===== src/rtl/piso_pkg.sv =====
// Shared types and helpers for the piso_stream parallel-in / serial-out block.
package piso_pkg;

    // Serializer control states. PARITY is only entered when the
    // PISO_STREAM_PARITY_EN build option is compiled in.
    typedef enum logic [1:0] {
        IDLE   = 2'd0,
        SHIFT  = 2'd1,
        PARITY = 2'd2
    } piso_state_e;

    // Width of a counter that indexes the bits of a WIDTH-bit word.
    // Never narrower than one bit so the counter always exists.
    function automatic int unsigned idx_width(input int unsigned width);
        return (width > 1) ? $clog2(width) : 1;
    endfunction

endpackage


===== src/rtl/piso_stream_word_fifo.sv =====
// word_fifo: small circular word buffer feeding the piso_stream active register.
// Head word is visible combinationally on rdata_o; push/pop/clear act on the
// rising edge; rst_i clears pointers and count asynchronously.
module word_fifo #(
    parameter  int WIDTH = 8,
    parameter  int DEPTH = 4,
    localparam int PTR_W = (DEPTH > 1) ? $clog2(DEPTH) : 1,
    localparam int CNT_W = $clog2(DEPTH + 1)
) (
    input  logic             clk_i,
    input  logic             rst_i,
    input  logic             clear_i,
    input  logic             push_i,
    input  logic             pop_i,
    input  logic [WIDTH-1:0] wdata_i,
    output logic [WIDTH-1:0] rdata_o,
    output logic             full_o,
    output logic             empty_o,
    output logic [CNT_W-1:0] count_o
);

    logic [WIDTH-1:0] mem_q [DEPTH];
    logic [PTR_W-1:0] wr_ptr_q, wr_ptr_d;
    logic [PTR_W-1:0] rd_ptr_q, rd_ptr_d;
    logic [CNT_W-1:0] count_q, count_d;
    logic             push_ok;
    logic             pop_ok;

    // Guard the handshakes so an illegal push/pop can never corrupt the pointers.
    assign push_ok = push_i && !full_o;
    assign pop_ok  = pop_i && !empty_o;

    assign full_o  = (count_q == CNT_W'(DEPTH));
    assign empty_o = (count_q == '0);
    assign count_o = count_q;
    assign rdata_o = mem_q[rd_ptr_q];

    // Pointer and occupancy next state; clear discards everything at once.
    always_comb begin
        wr_ptr_d = wr_ptr_q;
        rd_ptr_d = rd_ptr_q;
        count_d  = count_q;
        if (clear_i) begin
            wr_ptr_d = '0;
            rd_ptr_d = '0;
            count_d  = '0;
        end else begin
            if (push_ok) wr_ptr_d = wr_ptr_q + 1'b1;
            if (pop_ok)  rd_ptr_d = rd_ptr_q + 1'b1;
            case ({push_ok, pop_ok})
                2'b10:   count_d = count_q + 1'b1;
                2'b01:   count_d = count_q - 1'b1;
                default: count_d = count_q;
            endcase
        end
    end

    // Control registers, cleared asynchronously.
    always_ff @(posedge clk_i or posedge rst_i) begin
        if (rst_i) begin
            wr_ptr_q <= '0;
            rd_ptr_q <= '0;
            count_q  <= '0;
        end else begin
            wr_ptr_q <= wr_ptr_d;
            rd_ptr_q <= rd_ptr_d;
            count_q  <= count_d;
        end
    end

    // Storage array: contents need no reset, the pointers define validity.
    always_ff @(posedge clk_i) begin
        if (push_ok && !clear_i) mem_q[wr_ptr_q] <= wdata_i;
    end

endmodule


===== src/rtl/piso_stream.sv =====
// piso_stream: parallel words in through a ready/valid handshake, one serial
// bit out per SHIFT_EN cycle. A word offered while nothing is buffered goes
// straight into the active register; otherwise it waits in word_fifo.
// Build option: define PISO_STREAM_PARITY_EN to append an even-parity bit
// after every word (WORD_DONE then marks the parity bit).
module piso_stream
    import piso_pkg::*;
#(
    parameter int WIDTH     = 8,
    parameter int DEPTH     = 4,
    parameter int MSB_FIRST = 0
) (
    input  logic                       CLK,
    input  logic                       RST,
    input  logic [WIDTH-1:0]           DATA_IN,
    input  logic                       IN_VALID,
    output logic                       IN_READY,
    input  logic                       SHIFT_EN,
    input  logic                       FLUSH,
    output logic                       DATA,
    output logic                       DATA_VALID,
    output logic                       WORD_DONE,
    output logic [$clog2(DEPTH+1)-1:0] LEVEL
);

    localparam int IDX_W = int'(idx_width(WIDTH));
    localparam int LVL_W = $clog2(DEPTH + 1);
    localparam logic [IDX_W-1:0] LAST_IDX = IDX_W'(WIDTH - 1);

    piso_state_e      state_q, state_d;
    logic [WIDTH-1:0] act_q, act_d;
    logic [IDX_W-1:0] idx_q, idx_d;
    logic             data_q, data_d;
    logic             dv_q, dv_d;
    logic             done_q, done_d;

    logic             accept;
    logic             push;
    logic             pop;
    logic             bypass;
    logic             last_bit;
    logic             cur_bit;
    logic [WIDTH-1:0] fifo_rdata;
    logic             fifo_full;
    logic             fifo_empty;
    logic [LVL_W-1:0] fifo_count;

    assign IN_READY   = !fifo_full;
    assign accept     = IN_VALID && IN_READY;
    assign last_bit   = (idx_q == LAST_IDX);
    assign cur_bit    = (MSB_FIRST != 0) ? act_q[LAST_IDX - idx_q] : act_q[idx_q];

    assign DATA       = data_q;
    assign DATA_VALID = dv_q;
    assign WORD_DONE  = done_q;
    assign LEVEL      = fifo_count;

    word_fifo #(
        .WIDTH (WIDTH),
        .DEPTH (DEPTH)
    ) u_fifo (
        .clk_i   (CLK),
        .rst_i   (RST),
        .clear_i (FLUSH),
        .push_i  (push),
        .pop_i   (pop),
        .wdata_i (DATA_IN),
        .rdata_o (fifo_rdata),
        .full_o  (fifo_full),
        .empty_o (fifo_empty),
        .count_o (fifo_count)
    );

    // State register plus the datapath registers it governs.
    always_ff @(posedge CLK or posedge RST) begin
        if (RST) begin
            state_q <= IDLE;
            act_q   <= '0;
            idx_q   <= '0;
            data_q  <= 1'b0;
            dv_q    <= 1'b0;
            done_q  <= 1'b0;
        end else begin
            state_q <= state_d;
            act_q   <= act_d;
            idx_q   <= idx_d;
            data_q  <= data_d;
            dv_q    <= dv_d;
            done_q  <= done_d;
        end
    end

    // Next state and word movement: bypass load, FIFO pop on the final bit
    // (no bubble), FIFO push for every other accepted word.
    always_comb begin
        state_d = state_q;
        pop     = 1'b0;
        bypass  = 1'b0;
        case (state_q)
            IDLE: begin
                if (!fifo_empty) begin
                    pop     = 1'b1;
                    state_d = SHIFT;
                end else if (accept) begin
                    bypass  = 1'b1;
                    state_d = SHIFT;
                end
            end
            SHIFT: begin
                if (SHIFT_EN && last_bit) begin
`ifdef PISO_STREAM_PARITY_EN
                    state_d = PARITY;
`else
                    if (!fifo_empty) begin
                        pop     = 1'b1;
                        state_d = SHIFT;
                    end else begin
                        state_d = IDLE;
                    end
`endif
                end
            end
`ifdef PISO_STREAM_PARITY_EN
            PARITY: begin
                if (SHIFT_EN) begin
                    if (!fifo_empty) begin
                        pop     = 1'b1;
                        state_d = SHIFT;
                    end else begin
                        state_d = IDLE;
                    end
                end
            end
`endif
            default: state_d = IDLE;
        endcase
        push = accept && !bypass;
        // Flush wins over everything, including a concurrent handshake.
        if (FLUSH) begin
            state_d = IDLE;
            pop     = 1'b0;
            push    = 1'b0;
            bypass  = 1'b0;
        end
    end

    // Registered serial outputs, bit index and active word next values.
    always_comb begin
        data_d = 1'b0;
        dv_d   = 1'b0;
        done_d = 1'b0;
        idx_d  = idx_q;
        act_d  = act_q;
        if (state_q == SHIFT && SHIFT_EN) begin
            data_d = cur_bit;
            dv_d   = 1'b1;
`ifndef PISO_STREAM_PARITY_EN
            done_d = last_bit;
`endif
            idx_d  = last_bit ? '0 : idx_q + 1'b1;
        end
`ifdef PISO_STREAM_PARITY_EN
        if (state_q == PARITY && SHIFT_EN) begin
            data_d = ^act_q;
            dv_d   = 1'b1;
            done_d = 1'b1;
        end
`endif
        if (pop) begin
            act_d = fifo_rdata;
            idx_d = '0;
        end else if (bypass) begin
            act_d = DATA_IN;
            idx_d = '0;
        end
        if (FLUSH) begin
            data_d = 1'b0;
            dv_d   = 1'b0;
            done_d = 1'b0;
            idx_d  = '0;
            act_d  = '0;
        end
    end

endmodule


===== config.mk =====
export PLATFORM = sky130hd
export DESIGN_NAME = piso_stream
export DESIGN_NICKNAME = d
export VERILOG_FILES = /design/src/rtl/piso_pkg.sv /design/src/rtl/piso_stream_word_fifo.sv /design/src/rtl/piso_stream.sv
export SDC_FILE = /design/constraint.sdc
export NUM_CORES = 1
export LEC_CHECK = 0
export BUFFER_PORTS_ARGS = -buffer_cell sky130_fd_sc_hd__buf_2
export CORE_ASPECT_RATIO = 1.1
export CORE_MARGIN = 2
export CORE_UTILIZATION = 59
export CTS_BUF_LIST = sky130_fd_sc_hd__clkbuf_16
export CTS_CLUSTER_DIAMETER = 150
export DETAILED_ROUTE_END_ITERATION = 6
export PLACE_DENSITY = 0.89
export SYNTH_ARGS = -nofsm -noshare
export SYNTH_HDL_FRONTEND = slang
export SYNTH_HIERARCHICAL = 1
export SYNTH_SLANG_ARGS = --single-unit

===== constraint.sdc =====
create_clock -name CLK -period 3.2 [get_ports CLK]
set_clock_uncertainty 0.15 [all_clocks]
set_input_delay 0.32 -clock CLK [delete_from_list [all_inputs] [get_ports CLK]]
set_output_delay 0.32 -clock CLK [all_outputs]
set_load 0.02 [all_outputs]

### Yosys cells after proc, flatten, opt, wreduce, memory -nomap -nowiden

Memories as Yosys holds them, arrays and structs flattened.
Cells that the tools add are included.

* bits in writable memories: 32
* memories kept: 1
* bits in registers: 23
* output and inout bits: 7
* input port bits: 13

* muxes and demuxes: 39
* reductions and logical operators: 19
* $lt $le $gt $ge: 1
* equal/unequal tests: 7
* add/sub/neg operators: 5

Memories
* u_fifo.mem_q: depth 4, bits a word 8, read ports 1, clocked after memory_dff 0, write ports 1, RTL line piso_stream_word_fifo.sv:22 `logic [WIDTH-1:0] mem_q [DEPTH];`

Operator list (number)
* $mux 8: 3
* $mux 1: 18
* $mux 3: 6
* $mux 2: 8
* $logic_and 1x1->1: 7
* $add 3x1->3 const B: 2
* $eq 3x3->1 const B: 2
* $pmux 3 s2: 1
* $reduce_bool 3->1: 2
* $add 2x1->2 const B: 2
* $eq 2x1->1 const B: 2
* $logic_not 1->1: 4
* $lt 3x4->1 const B: 1
* $ne 4x4->1 const B: 1
* $pmux 2 s2: 1
* $reduce_bool 2->1: 2
* $reduce_bool 4->1: 1
* $bmux 1 s3: 1
* $logic_not 3->1: 1
* $ne 3x3->1 const B: 1
* $sub 3x1->3 const B: 1
* $eq 2x2->1 const B: 1
* $logic_not 2->1: 1
* $pmux 1 s2: 1
* $reduce_and 2->1: 1

### Depth between registers and ports, before layout

Gate-level depths: netlist of run 1.

* depth in word-level cells: 13
* mapped depth: 13

### Cells and area by module

Netlist of run 1, hierarchy kept.

Modules (own cells, without submodules)
* word_fifo: seq. area each 1136.1 um^2, area each 1736.7 um^2, times used 1, cells an instance 107
* piso_stream: seq. area each 375.4 um^2, area each 832.0 um^2, times used 1, cells an instance 75

### Least setup slack after synthesis of run 1

OpenSTA, ideal clock, no wires.

* kind: register to register
* from: reg u_fifo.count_q[0] (netlist: u_fifo/count_o[0])
* to: reg u_fifo.count_q[1] (netlist: u_fifo/count_o[1])
* arrival time: 2733 ps
* cell stages (with the launch flop): 10
* period minus slack after synthesis: 2977 ps
* slack: 223 ps
* cells stage by stage: dfrtp_1 buf_2 or2_2 nor2_1 a2111oi_0 buf_4 a21oi_1 fa_1 o2111ai_1 a211oi_1

* elaborated cells on any way between the ends: 24
* classes of those cells: add/sub: 2; eq/ne: 3; mux: 10; reduce/logical: 9

RTL lines
* start: declaration: RTL line piso_stream_word_fifo.sv:25 `logic [CNT_W-1:0] count_q, count_d;`
* start signal: assignment: RTL line piso_stream_word_fifo.sv:67 `count_q <= count_d;`
* $logic_not 3->1 *: RTL line piso_stream_word_fifo.sv:34 `assign empty_o = (count_q == '0);`
* named net fifo_empty: RTL line piso_stream.sv:45 `logic fifo_empty;`
* $mux 1 *: RTL line piso_stream.sv:101 `if (!fifo_empty) begin`
* $mux 1 *: RTL line piso_stream.sv:99 `case (state_q)`
* $logic_not 1->1 *: RTL line piso_stream.sv:137 `push = accept && !bypass;`
* $logic_and 1x1->1 *: RTL line piso_stream.sv:137
* $mux 1 *: RTL line piso_stream.sv:139 `if (FLUSH) begin`
* named net push: RTL line piso_stream.sv:38 `logic push;`
* $logic_and 1x1->1 *: RTL line piso_stream_word_fifo.sv:30 `assign push_ok = push_i && !full_o;`
* $eq 2x1->1 or $eq 2x2->1 (tied branches): RTL line piso_stream_word_fifo.sv:50 `case ({push_ok, pop_ok})`
* $pmux 3 s2: RTL line piso_stream_word_fifo.sv:50
* $mux 3: RTL line piso_stream_word_fifo.sv:43 `if (clear_i) begin`

Mark *: on every way through the listed nets, which the timed path passes. The rest lies on a longest branch.
A chain may end at the register's enable or synchronous reset.

### Final worst setup path of run 1

* from: reg u_fifo.count_q[2] (netlist: u_fifo/count_o[2])
* to: mem u_fifo.mem_q[1][1] (enable)

* elaborated cells on any way between the ends: 14
* classes of those cells: eq/ne: 1; mux: 6; reduce/logical: 7

RTL lines
* $logic_not 3->1: RTL line piso_stream_word_fifo.sv:34
* named net fifo_empty: RTL line piso_stream.sv:45
* $mux 1: RTL line piso_stream.sv:101
* $mux 1: RTL line piso_stream.sv:99
* $logic_not 1->1: RTL line piso_stream.sv:137
* $logic_and 1x1->1: RTL line piso_stream.sv:137
* $mux 1: RTL line piso_stream.sv:139
* named net push: RTL line piso_stream.sv:38
* $logic_and 1x1->1: RTL line piso_stream_word_fifo.sv:30
* $logic_and 1x1->1: RTL line piso_stream_word_fifo.sv:73 `if (push_ok && !clear_i) mem_q[wr_ptr_q] <= wdata_i;`
* $mux 1: RTL line piso_stream_word_fifo.sv:73
* $mux 1 (not written as such): RTL line piso_stream_word_fifo.sv:73
* end: declaration: RTL line piso_stream_word_fifo.sv:22

The timed path passes the listed nets, and every way through them passes these cells.

==> impl_metrics.json, run 1 <==
{
  "final.setup.tns_ns": 0,
  "switching_share_pct": 21.4,
  "drv.max_cap_violation_count": 0,
  "postSynthCellCount": 182,
  "antenna-diode-count": 0,
  "footprint_of_the_multi_input_gates_um2": 946,
  "post_route_cells_drive_above_1_share_pct": 23.5,
  "syn2layout_area_growth_pct": 11.3,
  "power_density_nw_per_um2": 478,
  "post-place-ws_ns": 0.355,
  "first_pass_iters": 4,
  "grt.overflow.total": 0,
  "slew_headroom_pct": 62.0,
  "core-area_um2": 4250,
  "main_combinational_cell_family_by_area_after_synthesis": "multiplexers",
  "io-pin-count": 20,
  "maximum_number_of_pins_on_one_net_before_global_route_repair": 25,
  "synth.top_cell.area_share_pct": 37.4,
  "place.detailed.hpwl_um": 3290,
  "register_area_um2": 1510,
  "synthXorXnorAreaFrac_pct": 1.02,
  "dr.first_iter.drc_count": 102,
  "cts-root-to-sink-buffers": 2,
  "fmax_mhz": 339,
  "hold_path.class": "in -> reg",
  "final_common_cell": "sky130_fd_sc_hd__edfxtp_1",
  "total_switching_power_uw": 292,
  "gpl.final_weighted_congestion": 0.770,
  "number_of_antenna_violations_at_the_first_check_in_global_routing": 0,
  "final_number_of_setup_violating_endpoints": 0,
  "postSynthAreaPerCell_um2": 14.1,
  "final_critical_path_setup_slack_ns": 0.254,
  "timing.final.crit_share_pct": 92.1,
  "timing_hold_violations_final": 0,
  "post_synthesis_compound_gate_area_fraction_pct": 8.09,
  "synth_seq_area_share_pct": 58.8,
  "cpMaxStageDelayCell": "sky130_fd_sc_hd__a2111oi_2",
  "synth_enable_flop_cells": 32,
  "die_extent_in_y_um": 73.2,
  "rsz0062_at_grt": "false",
  "post-synth-top-area-cell": "sky130_fd_sc_hd__edfxtp_1",
  "ir_worst_vdd_uv": 508,
  "synth_async_sr_flop_share_pct": 40.7,
  "synth_seq_cells": 54,
  "floorplan.rows": 25,
  "initial_utilization_pct": 60.4,
  "htree_num_levels": 2,
  "cts.sink_count": 54,
  "netlist_area_um2": 2570,
  "transition_time_of_the_tightest_slew_check_pin_ns": 0.570,
  "power.share.sequential_pct": 55.6,
  "grt_use_total_pct": 21.9,
  "design.die.area_um2": 4900,
  "max_stage_delay_ns": 0.59,
  "worst-endpoint-required_ns": 2.99,
  "cts_buffers": 5,
  "pwr-share-comb_pct": 5.8,
  "worst_path_cell_chain": "nor2_1 -> buf_4 -> a2111oi_2 -> inv_1 -> nor3_1 -> and2_1",
  "clk_transition_reported_paths_ns": 0.07,
  "internal-power_mw": 1.07,
  "leakage_nw": 1.13,
  "dr_total_vias": 1553,
  "most-common-layout-cells": "32 x sky130_fd_sc_hd__edfxtp_1, 22 x sky130_fd_sc_hd__dfrtp_1, 19 x sky130_fd_sc_hd__buf_2",
  "port_buffer_count": 19,
  "grt_pass1_vias": 1535,
  "routed_wl_um": 4630,
  "vias_per_cell": 6.02,
  "tritoncts": "yes",
  "grt_first_pass_wirelength_um": 7730,
  "die-width_um": 66.9,
  "worstPathMaxFanout": 13,
  "synth_simple_gate_area_share_pct": 10.7,
  "main_area_contributors_after_synthesis": "sky130_fd_sc_hd__edfxtp_1 37%, sky130_fd_sc_hd__dfrtp_1 21%, sky130_fd_sc_hd__mux4_2 7.0%",
  "post_cts_resize_count": 0,
  "synth_adder_area_share_pct": 3.70,
  "criticalPathCategory": "reg -> reg",
  "worstSkewPairLatency_ns": 0.29,
  "holdBufCountCts": 1,
  "cts_root_buf": "sky130_fd_sc_hd__clkbuf_16",
  "timing.critical_path.from_type": "flip-flop",
  "drc_errors": 0,
  "syn_nets": 202,
  "setup.worst_path.end_class": "flip-flop",
  "yosys_most_used_dff": "sky130_fd_sc_hd__edfxtp_1",
  "power_frac_clock_pct": 38.6,
  "synthDistinctLibCells": 43,
  "cts_setup_buffers": 0,
  "timing.final.max_slew_violations": 0,
  "timing.final.crit_period_ns": 2.95,
  "number_of_fillers_in_the_final_layout": 295,
  "wl_per_cell_um": 17.9,
  "final_cell_area_um2": 2860,
  "cp.arrival_ns": 2.74,
  "ys_warn_count": 6,
  "place_area_um2": 2700,
  "status": "complete, no violations",
  "final_antenna_net_count": 0,
  "yosys-mux-area-fraction_pct": 13.1,
  "fin_nets": 223
}
==> logic make-up (layout without fill, tap and decap cells) <==
kind of cell    after synthesis  count (layout)
flops                        54              54
compound gates               29              29
mux                          22              22
buf+inv                      22              44
simple gates                 45              45
fa+ha+maj                     7               7
xor+xnor                      3               3
==> worst max-delay path: cells and delay by family (launching register included) <==
| family | cells | cell delay (ns) |
|---|---|---|
| AOI/OAI and AO/OA | 1 | 0.59 |
| and+or+nand+nor | 3 | 0.91 |
| DFF | 1 | 0.58 |
| buffers and inverters | 2 | 0.36 |
==> synth_stat cells (2+ instances only) <==
cell type / count
sky130_fd_sc_hd__edfxtp_1: 32
sky130_fd_sc_hd__dfrtp_1: 22
sky130_fd_sc_hd__mux2i_1: 13
sky130_fd_sc_hd__inv_1: 10
sky130_fd_sc_hd__a211oi_1: 9
sky130_fd_sc_hd__nor2_1: 9
sky130_fd_sc_hd__nor3_1: 9
sky130_fd_sc_hd__mux4_2: 8
sky130_fd_sc_hd__and2_1: 6
sky130_fd_sc_hd__ha_1: 6
sky130_fd_sc_hd__a21oi_1: 5
sky130_fd_sc_hd__buf_4: 4
sky130_fd_sc_hd__clkbuf_1: 4
sky130_fd_sc_hd__buf_2: 3
sky130_fd_sc_hd__nand3_1: 3
sky130_fd_sc_hd__nand3b_1: 3
sky130_fd_sc_hd__nor4_1: 3
sky130_fd_sc_hd__o21ai_0: 3
sky130_fd_sc_hd__or2_2: 3
sky130_fd_sc_hd__nand2b_1: 2
sky130_fd_sc_hd__nor3b_2: 2
sky130_fd_sc_hd__xor2_1: 2
==> registers in the layout, summed over array words and instances (netlist names), 2 cells and up <==
signal           flops
act_q                8
idx_q                3
u_fifo/count_o       3
u_fifo/mem_q        32
u_fifo/rd_ptr_q      2
u_fifo/wr_ptr_q      2
==> per-layer routing <==
metal / global-route usage (%) / share of wire, % / routed length, um / up-vias
li1: - / - / - / 729
met1: 31.4 / 45 / 2070 / 769
met2: 33.8 / 49 / 2250 / 48
met3: 4.63 / 5.3 / 246 / 7
met4: 7.03 / 1.3 / 59 / 0
met5: 0 / 0 / 0 / -
==> final timing paths <==
| kind | cells after the start | slack (ns) | to | from |
|---|---|---|---|---|
| min | 1 | 0.12 | u_fifo/mem_q[3][3] | DATA_IN[3] |
| max | 6 | 0.25 | u_fifo/mem_q[1][1] | u_fifo/count_o[2] |
| min reg2reg | 2 | 0.47 | u_fifo/wr_ptr_q[1] | u_fifo/wr_ptr_q[1] |
| max in group asynchronous | 3 | 2.05 | DATA_VALID | RST |
| min in group asynchronous | 3 | 0.36 | u_fifo/count_o[1] | RST |
| max reg2reg | 6 | 0.25 | u_fifo/mem_q[1][1] | u_fifo/count_o[2] |
==> cell type report <==
| class | count | share of cell area [%] |
|---|---|---|
| Clock buffer | 5 | 4.38 |
| Clock inverter | 3 | 0.701 |
| Inverter | 10 | 1.31 |
| Multi-Input combinational cell | 106 | 33.1 |
| Sequential cell | 54 | 52.9 |
| Tap cell | 54 | 2.36 |
| Timing Repair Buffer | 26 | 5.25 |
==> metrics by stage <==
| stage | hold slack, ns | std cells | total power, mW | utilization [%] |
|---|---|---|---|---|
| after floorplan | -0.0266 | 182 | 0.826 | - |
| after global placement | 0.132 | 249 | 0.848 | 63.5 |
| after detailed placement | 0.133 | 249 | 0.851 | 63.5 |
| after CTS | 0.118 | 258 | 1.37 | 67.2 |
| after global routing | 0.121 | 258 | 1.42 | 67.2 |
| final | 0.118 | 258 | 1.36 | 67.2 |
==> power by group through the flow <==
stage          Clock [mW]  Combinational (mW)  Sequential [mW]
2_1_floorplan           0              0.0548            0.771
3_3_place_gp            0              0.0750            0.773
3_5_place_dp            0              0.0779            0.773
4_1_cts             0.532              0.0794            0.759
5_1_grt             0.568              0.0893            0.759
6_report            0.527              0.0788            0.759
Note: power is estimated with default switching activity, not from simulation.
==> run 2, diff against run 1 <==
SETUP_SLACK_MARGIN = 0.3   (was unset)
==> impl_metrics.json, run 2 (synthesized netlist as in run 1, its figures left out) <==
{
  "final_number_of_setup_violating_endpoints": 0,
  "initial_utilization_pct": 60.4,
  "wl_per_cell_um": 17.9,
  "cts_root_buf": "sky130_fd_sc_hd__clkbuf_16",
  "cts.sink_count": 54,
  "vias_per_cell": 6.23,
  "timing_hold_violations_final": 0,
  "gpl.final_weighted_congestion": 0.774,
  "r2r_start": "u_fifo/count_o[2]",
  "worstPathMaxFanout": 13,
  "cp-startpoint": "u_fifo/count_o[2]",
  "cts-root-to-sink-buffers": 2,
  "grt_first_pass_wirelength_um": 7480,
  "grt.overflow.total": 0,
  "rsz0062_at_grt": "true",
  "htree_num_levels": 2,
  "dr_total_vias": 1607,
  "syn2layout_area_growth_pct": 12.6,
  "fin_nets": 223,
  "place.detailed.hpwl_um": 3300,
  "post_route_cells_drive_above_1_share_pct": 26.0,
  "maximum_number_of_pins_on_one_net_before_global_route_repair": 25,
  "routed_wl_um": 4620,
  "hold_path.class": "in -> reg",
  "cts_setup_buffers": 0,
  "timing.final.max_slew_violations": 0,
  "worst-endpoint-required_ns": 3.02,
  "final.setup.tns_ns": 0,
  "setup.worst_path.end_class": "flip-flop",
  "antenna-diode-count": 0,
  "hold_start": "DATA_IN[0]",
  "transition_time_of_the_tightest_slew_check_pin_ns": 0.580,
  "clk_transition_reported_paths_ns": 0.07,
  "die-width_um": 66.9,
  "floorplan.rows": 25,
  "first_pass_iters": 4,
  "finish.utilization_pct": 68.0,
  "cts_buffers": 5,
  "timing.reg2reg.setup_slack_ns": 0.47,
  "io-pin-count": 20,
  "most-common-layout-cells": "32 x sky130_fd_sc_hd__edfxtp_1, 22 x sky130_fd_sc_hd__dfrtp_1, 19 x sky130_fd_sc_hd__buf_2",
  "criticalPathCategory": "reg -> reg",
  "routing_usage_on_met2_pct": 32.0,
  "grt_pass1_vias": 1538,
  "timing.final.crit_period_ns": 2.73,
  "final_antenna_net_count": 0,
  "drc_errors": 0,
  "final_cell_area_um2": 2890,
  "number_of_antenna_violations_at_the_first_check_in_global_routing": 0,
  "worstSkewPairLatency_ns": 0.29,
  "holdPathStages": 1,
  "slew_headroom_pct": 61.3,
  "rr_worst_depth": 6,
  "tritoncts": "yes",
  "ir_worst_vdd_uv": 481,
  "port_buffer_count": 19,
  "globalRouteMet3Util_pct": 5.25,
  "die_extent_in_y_um": 73.2,
  "leakage_nw": 1.15,
  "power_density_nw_per_um2": 501,
  "timing.critical_path.from_type": "flip-flop",
  "core-area_um2": 4250,
  "fmax_mhz": 367,
  "rr_endpoint": "u_fifo/mem_q[1][3]",
  "largest_reg_flops": 32,
  "grtUsageMet1_pct": 30.6,
  "place_area_um2": 2700,
  "hold-path-endpoint": "u_fifo/mem_q[1][0]",
  "status": "complete, no violations",
  "timing.final.crit_share_pct": 85.2,
  "busiest_grt_layer": "met2",
  "largest-register": "u_fifo/mem_q",
  "dr.first_iter.drc_count": 111,
  "final_common_cell": "sky130_fd_sc_hd__edfxtp_1",
  "reg.largest.list": "u_fifo/mem_q x32, act_q x8",
  "grt_use_total_pct": 21.0,
  "cp.arrival_ns": 2.55,
  "design.die.area_um2": 4900,
  "drv.max_cap_violation_count": 0
}
-- run 2: how the worst max path moves through the flow --
stage	slack (ns)	to	cells past startpoint
finish	0.47	u_fifo/mem_q[1][3]	6
global route	0.28	u_fifo/count_o[1]	10
CTS	0.34	u_fifo/mem_q[1][3]	6
detailed placement	0.35	u_fifo/mem_q[1][7]	6
global placement	0.52	u_fifo/mem_q[1][5]	6
floorplan	0.33	u_fifo/count_o[1]	12
-- run 2: worst max-delay path, stage by stage, from the launching register on --
cell	delay, ns
sky130_fd_sc_hd__dfrtp_1	0.55
sky130_fd_sc_hd__nor2_1	0.09
sky130_fd_sc_hd__buf_4	0.20
sky130_fd_sc_hd__a2111oi_2	0.53
sky130_fd_sc_hd__inv_1	0.15
sky130_fd_sc_hd__nor3_1	0.36
sky130_fd_sc_hd__and2_2	0.36
-- run 2: timing repair --
item | 4_1_cts | 5_1_grt
hold buffers | 1 | 0
setup endpoints to repair | 0 | 34
hold endpoints to repair | 22 | 0
gates resized for setup | 0 | 6
-- run 2: power breakdown --
group / switching (mW) / internal [mW]
Sequential: 0.00755 / 0.751
Clock: 0.236 / 0.373
Combinational: 0.0481 / 0.0324
Total: 0.292 / 1.16
-- run 2: layout make-up --
class	count	area, um2
Tap cell	54	67.6
Multi-Input combinational cell	106	953
Sequential cell	54	1510
Timing Repair Buffer	26	150
Clock buffer	5	125
Inverter	10	37.5
Fill cell	298	1360
Clock inverter	3	47.5
-- run 2: per-stage QoR --
stage	cells	setup WS, ns	power [mW]	hold WS (ns)
floorplan	182	0.329	0.826	-0.0266
global placement	249	0.524	0.848	0.133
detailed placement	249	0.352	0.851	0.132
CTS	258	0.338	1.46	0.116
global route	258	0.282	1.50	0.121
finish	258	0.475	1.45	0.118
-- run 2: per-layer routing --
layer / share of wire, % / vias to the layer above / routed length, um
li1: - / 740 / -
met1: 45 / 811 / 2090
met2: 49 / 54 / 2280
met3: 4.9 / 2 / 226
met4: 0.43 / 0 / 20
met5: 0 / - / 0
